$ cat src/rtl/div_by_sub_if.sv
// div_by_sub_if: start/operand request and quotient/remainder/status result bundle of the repeated-subtraction divider
interface div_by_sub_if #(parameter int WIDTH = 16);
  logic             start;
  logic [WIDTH-1:0] dividend;
  logic [WIDTH-1:0] divisor;
  logic [WIDTH-1:0] quotient;
  logic [WIDTH-1:0] remainder;
  logic             busy;
  logic             done;
  logic             div_by_zero;
  modport master (output start, dividend, divisor,
                  input  quotient, remainder, busy, done, div_by_zero);
  modport slave  (input  start, dividend, divisor,
                  output quotient, remainder, busy, done, div_by_zero);
endinterface

$ cat src/rtl/div_by_sub.sv
// div_by_sub: unsigned divider by repeated subtraction; ports clk, rst_n (async low), bus (start/dividend/divisor in, quotient/remainder/busy/done/div_by_zero out)
module div_by_sub #(parameter int WIDTH = 16) (
  input logic       clk,
  input logic       rst_n,
  div_by_sub_if.slave bus
);
  typedef enum logic [1:0] {IDLE = 2'b00, CALC = 2'b01, DONE = 2'b10} state_t;
  state_t           state;
  logic [WIDTH-1:0] q, r, b;
  logic             busy, done, dbz;
  assign bus.quotient    = q;
  assign bus.remainder   = r;
  assign bus.busy        = busy;
  assign bus.done        = done;
  assign bus.div_by_zero = dbz;
  always_ff @(posedge clk or negedge rst_n)
    if (!rst_n) begin
      state <= IDLE;
      q     <= '0;
      r     <= '0;
      b     <= '0;
      busy  <= 1'b0;
      done  <= 1'b0;
      dbz   <= 1'b0;
    end else
      case (state)
        IDLE, DONE:
          if (bus.start) begin
            r     <= bus.dividend;
            b     <= bus.divisor;
            q     <= '0;
            dbz   <= 1'b0;
            busy  <= 1'b1;
            done  <= 1'b0;
            state <= CALC;
          end
        CALC:
          if (b == '0) begin
            dbz   <= 1'b1;
            q     <= '1;
            busy  <= 1'b0;
            done  <= 1'b1;
            state <= DONE;
          end else if (r >= b) begin
            r <= r - b;
            q <= q + 1'b1;
          end else begin
            busy  <= 1'b0;
            done  <= 1'b1;
            state <= DONE;
          end
        default: begin
          busy  <= 1'b0;
          done  <= 1'b0;
          state <= IDLE;
        end
      endcase
endmodule

$ cat src/flat_wrapper.sv
// flat-port wrapper written by rule: the top's interface ports become plain ports
module div_by_sub_flat 
#(parameter int WIDTH = 16)
  (clk, rst_n, bus_start, bus_dividend, bus_divisor, bus_quotient, bus_remainder, bus_busy, bus_done, bus_div_by_zero);
  div_by_sub_if #(.WIDTH(WIDTH)) bus_i ();
  input logic clk;
  input logic rst_n;
  input wire logic [$bits(bus_i.start)-1:0] bus_start;
  input wire logic [$bits(bus_i.dividend)-1:0] bus_dividend;
  input wire logic [$bits(bus_i.divisor)-1:0] bus_divisor;
  output wire logic [$bits(bus_i.quotient)-1:0] bus_quotient;
  output wire logic [$bits(bus_i.remainder)-1:0] bus_remainder;
  output wire logic [$bits(bus_i.busy)-1:0] bus_busy;
  output wire logic [$bits(bus_i.done)-1:0] bus_done;
  output wire logic [$bits(bus_i.div_by_zero)-1:0] bus_div_by_zero;
  assign bus_i.start = bus_start;
  assign bus_i.dividend = bus_dividend;
  assign bus_i.divisor = bus_divisor;
  assign bus_quotient = bus_i.quotient;
  assign bus_remainder = bus_i.remainder;
  assign bus_busy = bus_i.busy;
  assign bus_done = bus_i.done;
  assign bus_div_by_zero = bus_i.div_by_zero;
  div_by_sub #(.WIDTH(WIDTH)) u_core (.clk(clk), .rst_n(rst_n), .bus(bus_i));
endmodule
$ cat config.mk
export PLATFORM = sky130hd
export DESIGN_NAME = div_by_sub_flat
export DESIGN_NICKNAME = d
export VERILOG_FILES = /design/src/rtl/div_by_sub_if.sv /design/src/rtl/div_by_sub.sv /design/src/flat_wrapper.sv
export SDC_FILE = /design/constraint.sdc
export NUM_CORES = 1
export LEC_CHECK = 0
export BUFFER_PORTS_ARGS = -buffer_cell sky130_fd_sc_hd__buf_2
export CAP_MARGIN = 20
export CORE_UTILIZATION = 55
export CTS_CLUSTER_DIAMETER = 30
export DETAILED_ROUTE_END_ITERATION = 6
export PLACE_DENSITY = 0.78
export SLEW_MARGIN = 5
export SYNTH_ARGS = -nofsm -noshare
export SYNTH_HDL_FRONTEND = slang
export SYNTH_SLANG_ARGS = --single-unit
$ cat constraint.sdc
create_clock -name clk -period 3.55 [get_ports clk]
set_input_delay 0 -clock clk [delete_from_list [all_inputs] [get_ports clk]]
set_output_delay 0 -clock clk [all_outputs]
set_load 0.03 [all_outputs]
======== Word-level counts from Yosys, hierarchy flattened ========
Index checks and enable logic that the tools add are counted.
word-level totals
  register bits ........................... 53
  input port bits ......................... 35
  output and inout port bits .............. 35
  word-level logic and storage cells ...... 49
cells by class
  add/sub/neg operators ................... 2
  $lt $le $gt $ge ......................... 1
  equality and inequality tests ........... 8
  multiplexer cells ....................... 22
  reductions and logical operators ........ 9
operators with widths
  cell                     count
  $mux W16                 6
  $pmux W16 S2             2
  $add A16 B1 Y16 const B  1
  $ge A16 B16 Y1           1
  $logic_not A16 Y1        1
  $sub A16 B16 Y16         1
  $mux W1                  7
  $mux W2                  3
  $pmux W1 S2              3
  $reduce_and A3 Y1        2
  $ne A2 B1 Y1 const B     2
  $ne A2 B2 Y1 const B     2
  $pmux W2 S2              1
  $reduce_and A2 Y1        2
  $reduce_and A4 Y1        1
  $ne A3 B1 Y1 const B     1
  $ne A3 B2 Y1 const B     1
  $eq A2 B1 Y1 const B     1
  $eq A2 B2 Y1 const B     1
  $logic_not A2 Y1         1
  $reduce_bool A2 Y1       1
  $reduce_or A2 Y1         1

======== Depth between registers and ports, before layout ========
Gate-level depths: netlist of run 1.
  word-level depth ........................ 4
  gate-level depth with buffers ........... 12
  depth with buffers taken out ............ 11

======== Worst setup path before layout of run 1 ========
Ideal clock, no wire load.
  kind .................................... reg2reg
  from .................................... register u_core.r[0], in the netlist u_core.bus.remainder[0]
  to ...................................... register u_core.r[11], in the netlist u_core.bus.remainder[11]
  setup time .............................. 0.129 ns
  arrival ................................. 2.601 ns
  data required time ...................... 3.421 ns
  path slack .............................. 0.819 ns
  stages on the path, launching flop included .. 11
  buffers on the path ..................... 1
  cell sequence ........................... dfrtp_1 -> inv_1 -> ha_1 -> fa_1 -> nor2b_1 -> o21bai_1 -> a211oi_2 -> o41a_4 -> a21oi_2 -> buf_6 -> o41a_1
on the way
  cells in the longest elaborated chain, start to end .. 4
  elaborated cells on any way between the ends .. 7
RTL lines
  item                    RTL line          text
  start, declared         div_by_sub.sv:9   logic [WIDTH-1:0] q, r, b;
  start signal, assigned  div_by_sub.sv:29  r <= bus.dividend;
  start signal, assigned  div_by_sub.sv:45  r <= r - b;
  $sub A16 B16 Y16        div_by_sub.sv:45
  $mux W16                div_by_sub.sv:44  end else if (r >= b) begin
  $mux W16                div_by_sub.sv:38  if (b == '0) begin
  $pmux W16 S2            div_by_sub.sv:26  case (state)
Parallel ways exist; a longest one is shown, timed or not. The select of a mux whose other input is x is not followed.
A chain may end at the register's enable or synchronous reset.

======== Worst setup path in the final report of run 1 ========
  from .................................... register u_core.b[2]
  to ...................................... register u_core.r[6], in the netlist u_core.bus.remainder[6]
on the way
  cells in the longest elaborated chain, start to end .. 4
  elaborated cells on any way between the ends .. 9
RTL lines
  item                    RTL line          text
  start, declared         div_by_sub.sv:9
  start signal, assigned  div_by_sub.sv:30  b <= bus.divisor;
  $sub A16 B16 Y16        div_by_sub.sv:45
  $mux W16                div_by_sub.sv:44
  $mux W16                div_by_sub.sv:38
  $pmux W16 S2            div_by_sub.sv:26
Parallel ways exist; a longest one is shown, timed or not. The select of a mux whose other input is x is not followed.

==> reports/metrics.json, run 1 <==
{
  "slew_headroom": {"value": 55.4, "unit": "%"},
  "arrival_time_reported_for_the_critical_path_endpoint": {"value": 3.16, "unit": "ns"},
  "crit_type": {"value": "register to register"},
  "final_setup_violating_endpoints": {"value": 0},
  "drt_first_iter_violations": {"value": 259},
  "r2r_slack": {"value": 0.56, "unit": "ns"},
  "vert_die_dim": {"value": 79.9, "unit": "um"},
  "die-area": {"value": 6380, "unit": "um2"},
  "number_of_antenna_violations_at_the_first_check_in_global_routing": {"value": 0},
  "clock_sink_count": {"value": 52},
  "global_route.overflow_total": {"value": 0},
  "setup_slack": {"value": 0.564, "unit": "ns"},
  "nets": {"value": 538},
  "synth-async-reset-ratio": {"value": 100, "unit": "%"},
  "hold_slack": {"value": 0.00211, "unit": "ns"},
  "hpwl": {"value": 5920, "unit": "um"},
  "core_region_area": {"value": 5890, "unit": "um2"},
  "synth_flop_cell": {"value": "sky130_fd_sc_hd__dfrtp_1"},
  "effective_utilization_at_floorplan": {"value": 56.7, "unit": "%"},
  "number_of_distinct_library_cells_after_synthesis": {"value": 61},
  "worst-endpoint-required": {"value": 3.72, "unit": "ns"},
  "number_of_nets_still_failing_antenna_checks_after_routing": {"value": 0},
  "peak_ir_drop_on_the_vdd_network": {"value": 0.000651, "unit": "V"},
  "top_level_ports": {"value": 70},
  "violated_checks": {"value": "design-rule violations"},
  "vias": {"value": 3211},
  "netlist_area": {"value": 3340, "unit": "um2"},
  "synth-edff-count": {"value": 0},
  "synthDominantAreaCellType": {"value": "sky130_fd_sc_hd__dfrtp_1"},
  "total_leakage_power": {"value": 0.00192, "unit": "uW"},
  "synth.ff_latch_count": {"value": 52},
  "most_instantiated_cells_after_synthesis": {"value": "sky130_fd_sc_hd__nand2_1, sky130_fd_sc_hd__dfrtp_1, sky130_fd_sc_hd__nor2_1"},
  "transition_time_at_the_pin_with_the_least_slew_margin": {"value": 0.669, "unit": "ns"},
  "syn_inst": {"value": 393},
  "tritoncts": {"value": "built"},
  "worstHoldPathCells": {"value": 3},
  "timing.critical_path.to": {"value": "u_core.bus.remainder[6]"},
  "worst_path_max_delay_cell": {"value": "sky130_fd_sc_hd__o41a_4"},
  "clkLatencyLatePin": {"value": 0.31, "unit": "ns"},
  "status": {"value": "finished, violations left"},
  "worst-path-max-fanout": {"value": 23},
  "clock.fmax": {"value": 0.335, "unit": "GHz"},
  "portBuffers": {"value": 69},
  "rows": {"value": 28},
  "postCtsSetupRepairBufs": {"value": 0},
  "tritoncts.num_buffers": {"value": 5},
  "cap_violations": {"value": 0},
  "grt_start_max_net_pins": {"value": 53},
  "first_global_vias": {"value": 3032},
  "worstRegToRegCells": {"value": 10},
  "slowest_delay": {"value": 0.48, "unit": "ns"},
  "synth_area_per_cell": {"value": 8.49, "unit": "um2"},
  "drtPass1Iterations": {"value": 7},
  "detail_route.wl_per_cell": {"value": 15.1, "unit": "um"},
  "cts_root_buffer": {"value": "sky130_fd_sc_hd__clkbuf_8"},
  "crit_start": {"value": "u_core.b[2]"},
  "layout.cells.non_filler": {"value": 561},
  "grt_use_total": {"value": 28.5, "unit": "%"},
  "post_synth_main_area_contributors": {"value": "sky130_fd_sc_hd__dfrtp_1, sky130_fd_sc_hd__nand2_1, sky130_fd_sc_hd__ha_1, sky130_fd_sc_hd__a21oi_1, sky130_fd_sc_hd__o21ai_0"},
  "dp_worst_setup_slack": {"value": 0.630, "unit": "ns"},
  "post_placement_cell_count": {"value": 524},
  "period_needed": {"value": 2.99, "unit": "ns"},
  "hold_path.class": {"value": "input pin to register"},
  "timing.final.hold_violations": {"value": 0},
  "clock_path_buffers": {"value": 2},
  "grt_first_pass_wirelength": {"value": 14200, "unit": "um"},
  "antenna_cells": {"value": 0},
  "worstReg2RegStart": {"value": "u_core.b[2]"},
  "start_kind": {"value": "register"},
  "share_of_cells_above_drive_strength_1": {"value": 20.0, "unit": "%"},
  "fin_setup_tns": {"value": 0, "unit": "ns"},
  "post-route-drc-count": {"value": 1},
  "flow.area_growth_from_synthesis": {"value": 22.7, "unit": "%"},
  "area_share_of_the_largest_cell_type_after_synthesis": {"value": 39.0, "unit": "%"},
  "grt_setup_unrepaired": {"value": "false"},
  "clkSlewWorstSetupHoldPaths": {"value": 0.09, "unit": "ns"},
  "yosys.cell_count.top_type": {"value": "sky130_fd_sc_hd__nand2_1"},
  "totalWireLength": {"value": 8490, "unit": "um"},
  "cts-htree-levels": {"value": 2},
  "power_density": {"value": 1020, "unit": "nW/um2"},
  "chipWidth": {"value": 79.9, "unit": "um"},
  "critPathCaptureType": {"value": "register"},
  "worstPathCellList": {"value": "inv_1, ha_1, nor2b_1, o21bai_1, a211oi_2, o41a_4, a21oi_2, inv_2, nor2_1, a31oi_1"},
  "finalCritPeriodShare": {"value": 84.1, "unit": "%"},
  "routed_via_density": {"value": 5.72},
  "gp_congestion": {"value": 0.917},
  "ys.warnings.count": {"value": 0},
  "synthesis.nets": {"value": 446},
  "worst_r2r_endpoint": {"value": "u_core.bus.remainder[6]"},
  "postCtsResizedCells": {"value": 0},
  "fin_worst_skew": {"value": 0.00495, "unit": "ns"},
  "finalMaxSlewViolations": {"value": 0},
  "yosysSeqAreaShare": {"value": 39.0, "unit": "%"}
}
## worst max-delay path, delay by kind of cell (launching register included)
kind / cells / cell delay (ns)
adders and majority gates: 1 / 0.34
and+or+nand+nor: 2 / 0.36
buffers and inverters: 2 / 0.36
DFF: 1 / 0.38
AOI/OAI and AO/OA: 5 / 1.41
## how the worst min path moves through the flow
stage	start	endpoint	slack [ns]
6_report	bus_dividend[0]	u_core.bus.remainder[0]	0.002
5_1_grt	bus_dividend[2]	u_core.bus.remainder[2]	0.02
4_1_cts	bus_dividend[0]	u_core.bus.remainder[0]	0.0009
3_5_place_dp	rst_n	u_core.b[6]	0.17
3_3_place_gp	rst_n	u_core.b[5]	0.16
2_1_floorplan	rst_n	u_core.b[0]	-0.30
## repair_timing
action | 4_1_cts | 5_1_grt
setup endpoints to repair | 0 | 0
endpoints found under the hold margin | 80 | 0
hold buffers | 29 | 0
## final cells by class
type	count	area, um2
inverters	21	78.8
well taps	75	93.8
multi-input cells	303	1860
repair buffers	102	666
fillers	480	1790
clock buffers	8	90.1
flip-flops and latches	52	1300
## cell usage in the layout (no fill, tap or decap), types with 8 or more instances in the layout
master / n
sky130_fd_sc_hd__a311oi_1: 8
sky130_fd_sc_hd__nor2_1: 35
sky130_fd_sc_hd__nand3_1: 8
sky130_fd_sc_hd__a21oi_1: 31
sky130_fd_sc_hd__o21ai_0: 29
sky130_fd_sc_hd__ha_1: 17
sky130_fd_sc_hd__dfrtp_1: 52
sky130_fd_sc_hd__nand2_1: 63
sky130_fd_sc_hd__buf_2: 69
sky130_fd_sc_hd__nor3_1: 9
sky130_fd_sc_hd__dlygate4sd3_1: 29
sky130_fd_sc_hd__inv_1: 20
sky130_fd_sc_hd__a31oi_1: 12
## stage by stage
| step | utilization (%) | cell area, um2 | total power (uW) |
|---|---|---|---|
| 6_report | 69.6 | 4090 | 4160 |
| 2_1_floorplan | - | 3340 | 3160 |
| 3_3_place_gp | 63.1 | 3710 | 3660 |
| 4_1_cts | 69.6 | 4090 | 4130 |
| 3_5_place_dp | 63.1 | 3710 | 3730 |
| 5_1_grt | 69.6 | 4090 | 4510 |
## where the power goes
part	internal, uW	switching (uW)
clock	160	194
combinational	1030	1800
sequential	809	162
total	2000	2160
## registers in the layout, indices dropped and copies added, names as in the netlist
| register | flops |
|---|---|
| u_core.bus.quotient | 16 |
| u_core.b | 16 |
| u_core.bus.busy | 1 |
| u_core.bus.remainder | 16 |
| u_core.state | 1 |
| u_core.bus.div_by_zero | 1 |
| u_core.bus.done | 1 |
## kinds of logic (layout without fill, tap and decap cells)
kind of cell,count (synthesis),count (layout),share of synthesized area [%]
simple gates,158,158,22.1
mux,2,2,0.750
fa+ha+maj,18,18,6.97
compound gates,115,115,23.4
buf+inv,38,131,5.14
flops,52,52,39.0
xor+xnor,10,10,2.62
## layer usage
layer  up-vias  global-route usage, %  wire [um]
met3        10                   4.69        467
met2       107                   45.5       3830
li1       1594                      -          -
met1      1500                   40.0       4110
met5         -                      0          0
met4         0                   7.68         82
No activity file was read; power rests on OpenSTA's default activity.
==> run 2: changes to the inputs <==
- CORE_UTILIZATION: 55 -> 50
- PLACE_DENSITY: 0.78 -> 0.75
- clock period: 3.55 -> 2.4 ns (I/O delays scaled with it)
==> reports/metrics.json, run 2 (same netlist as run 1, synthesis figures left out) <==
{
  "status": {"value": "finished, violations left", "change": "unchanged"},
  "violated_checks": {"value": "negative setup slack", "change": "was design-rule violations"},
  "worst_r2r_endpoint": {"value": "u_core.bus.remainder[11]", "change": "was u_core.bus.remainder[6]"},
  "dp_worst_setup_slack": {"value": -0.116, "unit": "ns", "change": "was 0.630 ns"},
  "rows": {"value": 29, "change": "was 28"},
  "grt_start_max_net_pins": {"value": 39, "change": "was 53"},
  "setup_slack": {"value": -0.173, "unit": "ns", "change": "was 0.564 ns"},
  "grt_first_pass_wirelength": {"value": 16500, "unit": "um", "change": "was 14200 um"},
  "top_level_ports": {"value": 70, "change": "unchanged"},
  "cts-htree-levels": {"value": 2, "change": "unchanged"},
  "core_region_area": {"value": 6390, "unit": "um2", "change": "was 5890 um2"},
  "tritoncts.num_buffers": {"value": 5, "change": "unchanged"},
  "place_area": {"value": 4060, "unit": "um2", "change": "was 3710 um2"},
  "transition_time_at_the_pin_with_the_least_slew_margin": {"value": 0.768, "unit": "ns", "change": "was 0.669 ns"},
  "hold_path.class": {"value": "input pin to register", "change": "unchanged"},
  "effective_utilization_at_floorplan": {"value": 52.3, "unit": "%", "change": "was 56.7%"},
  "worst-endpoint-required": {"value": 2.60, "unit": "ns", "change": "was 3.72 ns"},
  "total_leakage_power": {"value": 0.00218, "unit": "uW", "change": "was 0.00192 uW"},
  "cap_violations": {"value": 0, "change": "unchanged"},
  "grt_setup_unrepaired": {"value": "true", "change": "was false"},
  "tritoncts": {"value": "built", "change": "unchanged"},
  "first_global_vias": {"value": 3405, "change": "was 3032"},
  "chipWidth": {"value": 83.7, "unit": "um", "change": "was 79.9 um"},
  "portBuffers": {"value": 69, "change": "unchanged"},
  "fin_setup_tns": {"value": -3.49, "unit": "ns", "change": "was 0 ns"},
  "sequential_cell_area": {"value": 1310, "unit": "um2", "change": "was 1300 um2"},
  "layout_common_cells": {"value": "sky130_fd_sc_hd__buf_2, sky130_fd_sc_hd__nand2_1, sky130_fd_sc_hd__dfrtp_1", "change": "unchanged"},
  "slew_headroom": {"value": 48.8, "unit": "%", "change": "was 55.4%"},
  "finalMaxSlewViolations": {"value": 0, "change": "unchanged"},
  "totalWireLength": {"value": 10100, "unit": "um", "change": "was 8490 um"},
  "period_needed": {"value": 2.57, "unit": "ns", "change": "was 2.99 ns"},
  "start_kind": {"value": "register", "change": "unchanged"},
  "r2r_slack": {"value": -0.17, "unit": "ns", "change": "was 0.56 ns"},
  "hpwl": {"value": 7070, "unit": "um", "change": "was 5920 um"},
  "gp_congestion": {"value": 0.917, "change": "about the same"},
  "share_of_cells_above_drive_strength_1": {"value": 34.0, "unit": "%", "change": "was 20.0%"},
  "antenna_cells": {"value": 0, "change": "unchanged"},
  "number_of_filler_cells_placed_in_the_layout": {"value": 482, "change": "was 480"},
  "number_of_nets_still_failing_antenna_checks_after_routing": {"value": 0, "change": "unchanged"},
  "clock.fmax": {"value": 0.389, "unit": "GHz", "change": "was 0.335 GHz"},
  "vert_die_dim": {"value": 83.7, "unit": "um", "change": "was 79.9 um"},
  "final_area": {"value": 4740, "unit": "um2", "change": "was 4090 um2"},
  "nets": {"value": 585, "change": "was 538"},
  "fin_worst_skew": {"value": 0.0121, "unit": "ns", "change": "was 0.00495 ns"},
  "post-route-drc-count": {"value": 0, "change": "was 1"},
  "worst-path-max-fanout": {"value": 8, "change": "was 23"},
  "clock_sink_count": {"value": 52, "change": "unchanged"},
  "worstRegToRegCells": {"value": 10, "change": "unchanged"},
  "commonest_non_fill_non_tap_cell_in_the_layout": {"value": "sky130_fd_sc_hd__buf_2", "change": "unchanged"},
  "arrival_time_reported_for_the_critical_path_endpoint": {"value": 2.77, "unit": "ns", "change": "was 3.16 ns"},
  "grt_use_total": {"value": 29.1, "unit": "%", "change": "was 28.5%"},
  "hold_slack": {"value": 0.00836, "unit": "ns", "change": "was 0.00211 ns"},
  "power_density": {"value": 1630, "unit": "nW/um2", "change": "was 1020 nW/um2"},
  "critPathCaptureType": {"value": "register", "change": "unchanged"},
  "detail_route.wl_per_cell": {"value": 16.5, "unit": "um", "change": "was 15.1 um"},
  "timing.critical_path.to": {"value": "u_core.bus.remainder[11]", "change": "was u_core.bus.remainder[6]"},
  "report.power.total": {"value": 7710, "unit": "uW", "change": "was 4160 uW"},
  "number_of_antenna_violations_at_the_first_check_in_global_routing": {"value": 0, "change": "unchanged"},
  "flow.area_growth_from_synthesis": {"value": 41.9, "unit": "%", "change": "was 22.7%"},
  "die-area": {"value": 7000, "unit": "um2", "change": "was 6380 um2"},
  "worstReg2RegStart": {"value": "u_core.b[10]", "change": "was u_core.b[2]"},
  "peak_ir_drop_on_the_vdd_network": {"value": 0.00111, "unit": "V", "change": "was 0.000651 V"},
  "clkSlewWorstSetupHoldPaths": {"value": 0.10, "unit": "ns", "change": "was 0.09 ns"},
  "clkLatencyLatePin": {"value": 0.32, "unit": "ns", "change": "was 0.31 ns"},
  "clock_path_buffers": {"value": 2, "change": "unchanged"},
  "global_route.overflow_total": {"value": 0, "change": "unchanged"},
  "cts_root_buffer": {"value": "sky130_fd_sc_hd__clkbuf_8", "change": "unchanged"},
  "vias": {"value": 3470, "change": "was 3211"},
  "crit_type": {"value": "register to register", "change": "unchanged"},
  "crit_start": {"value": "u_core.b[10]", "change": "was u_core.b[2]"},
  "drtPass1Iterations": {"value": 5, "change": "was 7"},
  "routed_via_density": {"value": 5.69, "change": "was 5.72"},
  "finalCritPeriodShare": {"value": 107, "unit": "%", "change": "was 84.1%"},
  "drt_first_iter_violations": {"value": 295, "change": "was 259"},
  "multi_input_comb_area": {"value": 2090, "unit": "um2", "change": "was 1860 um2"},
  "timing.final.hold_violations": {"value": 0, "change": "unchanged"},
  "final_setup_violating_endpoints": {"value": 31, "change": "was 0"}
}
run 2: cell count changes in the layout (fill, tap and decap cells not counted), sizes merged:
cell,delta
buf,+45
clkinvlp,+1
clkbuf,-3
inv,+1
dlygate4sd3,+2
bufinv,+1
run 2: timing repair:
item	4_1_cts	5_1_grt
hold buffers	31	0
buffers inserted	3	12
endpoints found under the hold margin	61	0
pin swaps	8	9
endpoints found under the setup margin	29	33
gates resized for setup	18	20
run 2: metal layers:
metal / track usage (%) / part of all wire (%) / up-vias
met5: 0 / 0 / -
met4: 8.78 / 1.3 / 0
met3: 3.96 / 5.5 / 16
met2: 45.5 / 47 / 132
met1: 42.2 / 46 / 1642
li1: - / - / 1680
run 2: worst max-delay path, cell delays in order (launching register included):
cell                       delay [ns]
sky130_fd_sc_hd__dfrtp_1         0.41
sky130_fd_sc_hd__inv_1           0.11
sky130_fd_sc_hd__ha_1            0.26
sky130_fd_sc_hd__buf_4           0.18
sky130_fd_sc_hd__o211a_1         0.26
sky130_fd_sc_hd__buf_4           0.15
sky130_fd_sc_hd__o41a_4          0.51
sky130_fd_sc_hd__a21oi_4         0.25
sky130_fd_sc_hd__buf_6           0.16
sky130_fd_sc_hd__nand2b_1        0.06
sky130_fd_sc_hd__o41a_1          0.11
run 2: how the worst min path moves through the flow:
| stage | from | end | cells after the start |
|---|---|---|---|
| global route | bus_start | u_core.bus.busy | 3 |
| CTS | bus_start | u_core.bus.done | 3 |
| global placement | rst_n | u_core.b[6] | 1 |
| floorplan | rst_n | u_core.b[0] | 0 |
| detailed placement | rst_n | u_core.b[5] | 1 |
| finish | bus_start | u_core.bus.done | 3 |
run 2: area by class of cell:
type | count | share of cell area (%)
clock buffers | 5 | 1.45
clock inverters | 3 | 0.978
inverters | 21 | 1.77
multi-input cells | 303 | 44.0
flip-flops and latches | 52 | 27.6
well taps | 77 | 2.03
repair buffers | 149 | 22.1
run 2: metrics by stage:
stage / cells / utilization, %
2_1_floorplan: 393 / -
3_3_place_gp: 557 / 63.6
3_5_place_dp: 557 / 63.6
4_1_cts: 598 / 71.7
5_1_grt: 610 / 74.2
6_report: 610 / 74.2
run 2: power by group:
group	internal, uW	total [uW]	leakage (uW)	switching (uW)
Clock	315	639	0.0000548	324
Combinational	2470	5590	0.00148	3120
Sequential	1200	1480	0.000645	276
==> run 3: changes to the inputs <==
- PLACE_DENSITY: 0.75 -> 0.88
==> reports/metrics.json, run 3 (same netlist as run 1, synthesis figures left out) <==
{
  "share_of_cells_above_drive_strength_1": {"value": 41.5, "unit": "%", "change": "was 34.0%"},
  "final_setup_violating_endpoints": {"value": 34, "change": "was 31"},
  "antenna_cells": {"value": 0, "change": "unchanged"},
  "grtUsageMet1": {"value": 42.1, "unit": "%", "change": "was 42.2%"},
  "finalCritPeriodShare": {"value": 109, "unit": "%", "change": "was 107%"},
  "fin_worst_skew": {"value": 0.00497, "unit": "ns", "change": "was 0.0121 ns"},
  "clkSlewWorstSetupHoldPaths": {"value": 0.10, "unit": "ns", "change": "about the same"},
  "clock_sink_count": {"value": 52, "change": "unchanged"},
  "grt_start_max_net_pins": {"value": 42, "change": "was 39"},
  "tritoncts.num_buffers": {"value": 5, "change": "unchanged"},
  "multi_input_comb_area": {"value": 2380, "unit": "um2", "change": "was 2090 um2"},
  "commonest_non_fill_non_tap_cell_in_the_layout": {"value": "sky130_fd_sc_hd__buf_2", "change": "unchanged"},
  "groute.layer.met3.usage": {"value": 4.65, "unit": "%", "change": "was 3.96%"},
  "crit_type": {"value": "register to register", "change": "unchanged"},
  "core_region_area": {"value": 6390, "unit": "um2", "change": "unchanged"},
  "r2r_slack": {"value": -0.22, "unit": "ns", "change": "was -0.17 ns"},
  "finalMaxSlewViolations": {"value": 0, "change": "unchanged"},
  "grt_setup_unrepaired": {"value": "true", "change": "unchanged"},
  "cts-htree-levels": {"value": 2, "change": "unchanged"},
  "vert_die_dim": {"value": 83.7, "unit": "um", "change": "unchanged"},
  "worst_r2r_endpoint": {"value": "u_core.bus.quotient[10]", "change": "was u_core.bus.remainder[11]"},
  "vias": {"value": 4138, "change": "was 3470"},
  "place_area": {"value": 4050, "unit": "um2", "change": "was 4060 um2"},
  "global_route.peak_usage_layer": {"value": "met2", "change": "unchanged"},
  "final_area": {"value": 5100, "unit": "um2", "change": "was 4740 um2"},
  "worstReg2RegStart": {"value": "u_core.b[0]", "change": "was u_core.b[10]"},
  "timing.final.hold_violations": {"value": 1, "change": "was 0"},
  "tritoncts": {"value": "built", "change": "unchanged"},
  "min_delay_worst_endpoint": {"value": "u_core.bus.done", "change": "unchanged"},
  "chipWidth": {"value": 83.7, "unit": "um", "change": "unchanged"},
  "sequential_cell_area": {"value": 1310, "unit": "um2", "change": "unchanged"},
  "grt_first_pass_wirelength": {"value": 18000, "unit": "um", "change": "was 16500 um"},
  "finalCoreUtilization": {"value": 79.9, "unit": "%", "change": "was 74.2%"},
  "critPathCaptureType": {"value": "register", "change": "unchanged"},
  "cap_violations": {"value": 0, "change": "unchanged"},
  "drt_first_iter_violations": {"value": 568, "change": "was 295"},
  "clkLatencyLatePin": {"value": 0.33, "unit": "ns", "change": "was 0.32 ns"},
  "post-route-drc-count": {"value": 2, "change": "was 0"},
  "clock.fmax": {"value": 0.382, "unit": "GHz", "change": "was 0.389 GHz"},
  "gp_congestion": {"value": 0.875, "change": "was 0.917"},
  "violated_checks": {"value": "design-rule violations, negative hold slack, negative setup slack", "change": "was negative setup slack"},
  "transition_time_at_the_pin_with_the_least_slew_margin": {"value": 0.997, "unit": "ns", "change": "was 0.768 ns"},
  "totalWireLength": {"value": 13200, "unit": "um", "change": "was 10100 um"},
  "period_needed": {"value": 2.62, "unit": "ns", "change": "was 2.57 ns"},
  "worst-endpoint-required": {"value": 2.58, "unit": "ns", "change": "was 2.60 ns"},
  "nets": {"value": 594, "change": "was 585"},
  "global_route.overflow_total": {"value": 0, "change": "unchanged"},
  "setup_slack": {"value": -0.218, "unit": "ns", "change": "was -0.173 ns"},
  "start_kind": {"value": "register", "change": "unchanged"},
  "grt_use_total": {"value": 32.2, "unit": "%", "change": "was 29.1%"},
  "hold_start": {"value": "bus_start", "change": "unchanged"},
  "clock_path_buffers": {"value": 2, "change": "unchanged"},
  "worstHoldPathCells": {"value": 3, "change": "unchanged"},
  "hold_path.class": {"value": "input pin to register", "change": "unchanged"},
  "status": {"value": "finished, violations left", "change": "unchanged"},
  "detail_route.wl_per_cell": {"value": 21.4, "unit": "um", "change": "was 16.5 um"},
  "arrival_time_reported_for_the_critical_path_endpoint": {"value": 2.80, "unit": "ns", "change": "was 2.77 ns"},
  "hold_slack": {"value": -0.000869, "unit": "ns", "change": "was 0.00836 ns"},
  "flow.area_growth_from_synthesis": {"value": 53.0, "unit": "%", "change": "was 41.9%"},
  "drtPass1Iterations": {"value": 7, "change": "was 5"},
  "cts_root_buffer": {"value": "sky130_fd_sc_hd__clkbuf_8", "change": "unchanged"},
  "worst-path-max-fanout": {"value": 6, "change": "was 8"},
  "number_of_nets_still_failing_antenna_checks_after_routing": {"value": 0, "change": "unchanged"},
  "hpwl": {"value": 7030, "unit": "um", "change": "was 7070 um"},
  "effective_utilization_at_floorplan": {"value": 52.3, "unit": "%", "change": "unchanged"},
  "layout_common_cells": {"value": "sky130_fd_sc_hd__buf_2, sky130_fd_sc_hd__nand2_1, sky130_fd_sc_hd__dfrtp_1", "change": "unchanged"},
  "number_of_antenna_violations_at_the_first_check_in_global_routing": {"value": 0, "change": "unchanged"},
  "die-area": {"value": 7000, "unit": "um2", "change": "unchanged"},
  "top_level_ports": {"value": 70, "change": "unchanged"},
  "portBuffers": {"value": 69, "change": "unchanged"},
  "worstRegToRegCells": {"value": 10, "change": "unchanged"},
  "slew_headroom": {"value": 33.5, "unit": "%", "change": "was 48.8%"},
  "number_of_filler_cells_placed_in_the_layout": {"value": 325, "change": "was 482"},
  "grtUsageMet2": {"value": 52.7, "unit": "%", "change": "was 45.5%"},
  "first_global_vias": {"value": 3766, "change": "was 3405"},
  "rows": {"value": 29, "change": "unchanged"},
  "routed_via_density": {"value": 6.68, "change": "was 5.69"}
}
-- run 3: cell types whose count changed in the layout (fill, tap and decap cells not counted), sizes merged --
cell / delta
buf: +6
bufinv: -1
clkbuf: +1
clkinv: +1
clkinvlp: -1
inv: +2
nand2: +1
-- run 3: worst max-delay path by stage --
stage / start / end / cells past startpoint
floorplan: u_core.bus.remainder[0] / u_core.bus.quotient[0] / 10
global placement: u_core.b[0] / u_core.bus.quotient[14] / 10
detailed placement: u_core.b[0] / u_core.bus.remainder[14] / 11
CTS: u_core.b[0] / u_core.bus.remainder[11] / 10
global route: u_core.b[0] / u_core.bus.quotient[15] / 10
finish: u_core.b[0] / u_core.bus.quotient[10] / 10
-- run 3: critical path: stages (launching register included) --
cell                       delay (ns)
sky130_fd_sc_hd__dfrtp_1         0.42
sky130_fd_sc_hd__ha_4            0.18
sky130_fd_sc_hd__fa_2            0.39
sky130_fd_sc_hd__nor2b_4         0.16
sky130_fd_sc_hd__o21bai_4        0.08
sky130_fd_sc_hd__a211oi_4        0.33
sky130_fd_sc_hd__o41a_4          0.25
sky130_fd_sc_hd__buf_12          0.13
sky130_fd_sc_hd__nand2_8         0.08
sky130_fd_sc_hd__o211ai_1        0.25
sky130_fd_sc_hd__o311ai_1        0.19
-- run 3: repair_timing --
item,4_1_cts,5_1_grt
hold buffers,31,0
gates resized for setup,14,86
endpoints found under the setup margin,27,34
hold endpoints to repair,69,0
pin swaps,3,26
setup buffers,8,15
gates cloned,2,1
-- run 3: cell type report --
cell class                 instances  share of cell area (%)
multi-input combinational        304                    46.6
timing repair buffer             155                    21.8
inverter                          21                    1.69
clock buffer                       6                    1.62
timing repair inverter             2                   0.441
clock inverter                     2                   0.270
tap                               77                    1.89
sequential                        52                    25.6
-- run 3: per-layer routing --
layer / up-vias / part of all wire (%)
met5: - / 0
met4: 0 / 5.9
met3: 117 / 11
met2: 379 / 46
met1: 1934 / 37
li1: 1708 / -
-- run 3: through the flow --
step | std cells | setup WS, ns | TNS (ns)
6_report | 619 | -0.218 | -3.95
5_1_grt | 619 | -0.331 | -5.78
4_1_cts | 604 | -0.0532 | -0.316
3_5_place_dp | 556 | -0.0912 | -1.11
3_3_place_gp | 556 | -0.00743 | -0.00819
2_1_floorplan | 393 | -0.141 | -1.10
Power of run 3 is left out: the tool's default activity adds up to more than one toggle a clock period on the data nets, which glitch-free logic cannot reach.
